### src/rtl/loop_counter_stack.sv
// loop_counter_stack: nestable microcode loop down-counter stack; LOOP_COUNTER_STACK_PEEK_EN adds levels_flat.
module loop_counter_stack #(
    parameter int WIDTH = 5,
    parameter int DEPTH = 4
) (
    input  logic                     clk,
    input  logic                     reset_n,
    input  logic [WIDTH-1:0]         count_in,
    input  logic                     load,
    input  logic                     push,
    input  logic                     pop,
    input  logic                     next,
    output logic                     done,
    output logic [WIDTH-1:0]         count_out,
    output logic [$clog2(DEPTH)-1:0] level,
    output logic                     overflow,
    output logic                     underflow
`ifdef LOOP_COUNTER_STACK_PEEK_EN
    ,
    output logic [DEPTH*WIDTH-1:0]   levels_flat
`endif
);
    localparam int LW = $clog2(DEPTH);
    localparam logic [LW-1:0] TOP = LW'(DEPTH - 1);
    logic [WIDTH-1:0] entries [DEPTH];
    logic [LW-1:0] lvl;
    always_ff @(posedge clk) begin
        if (!reset_n) begin
            for (int i = 0; i < DEPTH; i++) entries[i] <= '0;
            lvl <= '0;
            overflow <= 1'b0;
            underflow <= 1'b0;
        end else begin
            overflow <= push && lvl == TOP;
            underflow <= !push && pop && lvl == '0;
            if (push) begin
                if (lvl != TOP) begin
                    lvl <= lvl + LW'(1);
                    entries[lvl + LW'(1)] <= count_in;
                end
            end else if (pop) begin
                if (lvl != '0) begin
                    lvl <= lvl - LW'(1);
                    entries[lvl] <= '0;
                end
            end else if (load) begin
                entries[lvl] <= count_in;
            end else if (next && entries[lvl] != '0) begin
                entries[lvl] <= entries[lvl] - WIDTH'(1);
            end
        end
    end
    assign count_out = entries[lvl];
    assign done = count_out == '0;
    assign level = lvl;
`ifdef LOOP_COUNTER_STACK_PEEK_EN
    for (genvar i = 0; i < DEPTH; i++) begin : g_peek
        assign levels_flat[i*WIDTH +: WIDTH] = entries[i];
    end
`endif
endmodule

### config.mk
export PLATFORM = sky130hd
export DESIGN_NAME = loop_counter_stack
export DESIGN_NICKNAME = d
export VERILOG_FILES = /design/src/rtl/loop_counter_stack.sv
export SDC_FILE = /design/constraint.sdc
export NUM_CORES = 1
export LEC_CHECK = 0
export ABC_AREA = 1
export ABC_CLOCK_PERIOD_IN_PS = 2500
export BUFFER_PORTS_ARGS = -buffer_cell sky130_fd_sc_hd__buf_2
export CORE_MARGIN = 3
export CORE_UTILIZATION = 55
export DETAILED_ROUTE_END_ITERATION = 16
export GPL_TIMING_DRIVEN = 0
export PLACE_DENSITY = 0.77
export SYNTH_ARGS = -nofsm -noshare
export SYNTH_HDL_FRONTEND = slang
export SYNTH_SLANG_ARGS = --single-unit
export TNS_END_PERCENT = 10
### constraint.sdc
create_clock -name clk -period 2.5 [get_ports clk]
set_clock_uncertainty 0.1 [all_clocks]
set_input_delay 0.5 -clock clk [delete_from_list [all_inputs] [get_ports clk]]
set_output_delay 0.5 -clock clk [all_outputs]
set_load 0.03 [all_outputs]
==> results.md <==
- The area inside the core boundary is 0.00234 sq mm.
- STA classifies the critical path endpoint as an output pin.
- The multi-input combinational cell area is 593 sq um.
- The average wire per standard cell is 14.0 um.
- The sequential cells in the finished layout cover a total of 721 sq um.
- The final antenna-violating net count is 0.
- The final cell count without fillers is 223.
- Including well taps, the total number of placed cells is 219.
- Counting instances, the worst hold path has a depth of 3.
- Data arrives at the worst endpoint at 1.71 ns.
- For flop-to-flop paths, the worst setup slack is 0.21 ns.
- After the first detailed-routing iteration, the DRC count stood at 77.
- The die outline height is 56.8 um.
- The number of clock buffers inserted by TritonCTS is 3.
- Sorting the synthesized cells by area gives the leading types as edfxtp_1 42%, nand2_1 11%, dfxtp_1 8.5%, nor2_1 6.9%, nand3_1 6.0%.
- The critical path contains buffers and inverters numbering 2 combined.
- In this run the static leakage power is 0.764 nW.
- The worst setup path is of the reg2out kind.
- Measured against its own limit, the worst slew margin works out to 71.2%.
- The most used flip-flop cell after synthesis is edfxtp_1.
- Clock-pin slew was measured on the worst setup and hold paths at 0.12 ns.
- The max-slew violation count is 0.
- The slowest stage cell on the critical path is dfxtp_1.
- The endpoint of the worst register-to-register path is entries[2][4].
- The number of antenna repair diodes is 0.
- Counting flops with a built-in enable in the synthesized netlist gives 20.
- The number of antenna violations at the first check in global routing is 0.
- The detail-routed via count per cell is 5.43.
- The floorplan step set the die width to 56.8 um.
- Of all nets on the critical path, the largest fanout is 6.
- The area share of the largest cell type after synthesis is 42.3%.
- Among all cell types in the netlist, the one instantiated most often is nand2_1.
- No sink is reached through more buffers than the 2 on the longest clock path.
- After clock tree synthesis, the setup repair step added 0 buffers.
- The filler cells instantiated in the layout total 193.
- Each instance of the synthesized netlist takes up on average 8.26 sq um.
- The share of the clock period used by the worst path after layout is 92.5%.
- The number of nets at the end of the flow is 211.
- Summed over all instances, the cell type with the most area after synthesis is edfxtp_1.
- The number of maximum-capacitance constraint violations is 0.
- TritonCTS built the clock tree.
- Setup repair after global routing left no endpoint under its margin.
- The die covers 0.00323 sq mm.
- The boundary pin count is 21.
- The floorplan has 17 rows.
- Dividing total power by cell area gives a power density of 681 mW/mm^2.
- Setup violations remaining at the end of the flow were counted as 0.
- After synthesis, the most frequently instantiated cells are 41 x nand2_1, 26 x nor2_1, 22 x inv_1.
- The first-pass GRT wire length is 5100 um.
- The aggregate negative setup slack is 0 ns.
- The cell area that synthesis handed to floorplanning was 0.00142 sq mm.
- The maximum vdd drop is 0.534 mV.
- The clock period could shrink to 2.31 ns.
- The total wire length after detailed routing is 3120 um.
- Traced cell by cell, the critical path runs through inv_1, nand3_1, nand2_1, ha_1, nand2_2, nor2_1, buf_2.
- The run finished with clean final reports.
- The portion of the post-synthesis area used by sequential elements is 50.7%.
- CTS built an H-tree with a depth of 1.
- The synthesized net count is 187.
- The maximum achievable frequency is 0.432 GHz.
- Among cell families on the critical path, the largest total delay comes from flip-flops.
- The number of global-route vias before repair is 1113.
- The worst-case reg-to-reg path depth is 11.
- For the worst-skew pair, the clock arrives at the later sink with an insertion delay of 0.32 ns.
- The final route contains 1212 vias.
- In this run the most critical hold path is launched from push.
- The residual overflow from global routing is 0.
- Clock tree synthesis selected as its root buffer the cell clkbuf_4.
- The kind of start point of the critical path is a flop.
- On the worst path, the slowest cell contributes a delay of 0.47 ns.
- From synthesis to final layout, the design area changed by 11.2%.
- At the pin with the least slew margin, the transition time is 0.428 ns.
- Global routing used 20.8% of the available tracks.
- The count of distinct cell types in the synthesized netlist is 24.
- Yosys printed 0 warnings.
- The routability congestion estimate is 0.900.
- Synthesis inferred 26 register bits.
- The number of failing hold endpoints at the final stage is 0.
- In the routed design, unresolved DRC markers number 0.
- Once detailed placement completed, the half-perimeter wirelength came to 2430 um.
- The share of the core filled with cells in the final layout is 67.5%.
- The first-pass detailed-route iteration total is 4.
- The terminating pin of the worst hold path is overflow.
- The gate count of the mapped netlist is 172.
- The async set-or-reset flop fraction in the synthesized netlist is 0%.
- For this configuration, the core starts out at a cell density of 60.7%.
- Counting every sink on the clock net gives 26.
- The maximum number of pins on one net before global-route repair is 15.
- Cells with a size suffix above 1 make up 23.6% of the layout.
- The critical path required time is 1.90 ns.
- The port buffer count is 19.
- The worst min-delay path class is in2reg.
==> metal layers <==
metal	vias to the layer above	routed length, um	GRT usage (%)
li1	595	-	-
met1	546	1290	28.4
met2	65	1530	32.8
met3	6	260	3.68
met4	0	46	8.28
met5	-	0	0
==> layout by cell type, fill, tap and decap left out, types with 2 or more instances in the layout <==
cell / instances
nor2_2: 2
inv_2: 3
nand2_2: 13
o21ai_0: 5
nand3_1: 17
inv_1: 22
nand2_1: 41
dfxtp_1: 6
clkbuf_4: 3
buf_2: 20
a21oi_2: 2
edfxtp_1: 20
ha_1: 4
nor2_1: 25
==> power breakdown <==
group          total (mW)  switching (mW)  internal (mW)
clock               0.179           0.117         0.0623
combinational       0.358           0.254          0.103
sequential          0.539          0.0228          0.516
total                1.08           0.394          0.682
==> final cells by class <==
class	instances	share of cell area, %
plain buffers	2	1.03
clock buffers	4	1.66
inverters	25	5.94
multi-input cells	119	37.5
flip-flops and latches	26	45.6
well taps	28	2.22
repair buffers	19	6.02
==> state kept, by name, indices dropped and copies added, names as in the netlist, named ones only <==
name       count
entries       20
overflow       1
underflow      1
level          2
==> worst reg2reg max path, cell delays in order (launching register included) <==
cell and delay [ns]:
dfxtp_1 0.39, inv_2 0.11, nand2_1 0.09, nand3_1 0.08, nand2_1 0.16, ha_1 0.19
nand2_2 0.08, o21ai_4 0.24, nand3_1 0.13, nand2_2 0.12, nand2_2 0.11, nand2_1 0.20
==> how the worst max path moves through the flow <==
stage	start	endpoint	slack [ns]	cells past startpoint
6_report	flop	done	0.19	7
5_1_grt	flop	entries[0][0]	0.03	12
4_1_cts	flop	entries[3][0]	0.13	11
3_5_place_dp	flop	entries[3][3]	0.16	11
3_3_place_gp	flop	entries[3][3]	0.22	11
2_1_floorplan	level[0]	entries[3][0]	0.27	10
==> through the flow <==
stage / power, mW / worst slack [ns] / instance area [sq um] / hold WS [ns]
after floorplan: 0.806 / 0.266 / 1420 / 0.514
after global placement: 0.883 / 0.223 / 1550 / 0.460
after detailed placement: 0.901 / 0.158 / 1550 / 0.462
after CTS: 1.08 / 0.129 / 1580 / 0.326
after global routing: 1.15 / 0.0268 / 1580 / 0.332
final: 1.08 / 0.187 / 1580 / 0.337
==> repair_timing <==
action	in CTS	in global routing
resized for setup	0	1
setup endpoints to repair	0	5
hold buffers	0	0
==> cell families (layout without fill, tap and decap cells) <==
logic type | count (synthesis) | in the layout | synth area share [%]
buffers and inverters | 27 | 50 | 7.75
adders and majority gates | 4 | 4 | 3.52
DFF | 26 | 26 | 50.7
xor gates and xnor gates | 1 | 1 | 0.616
and+or+nand+nor | 102 | 102 | 31.6
AOI/OAI and AO/OA | 12 | 12 | 5.81
(Power assumes the default switching activity.)
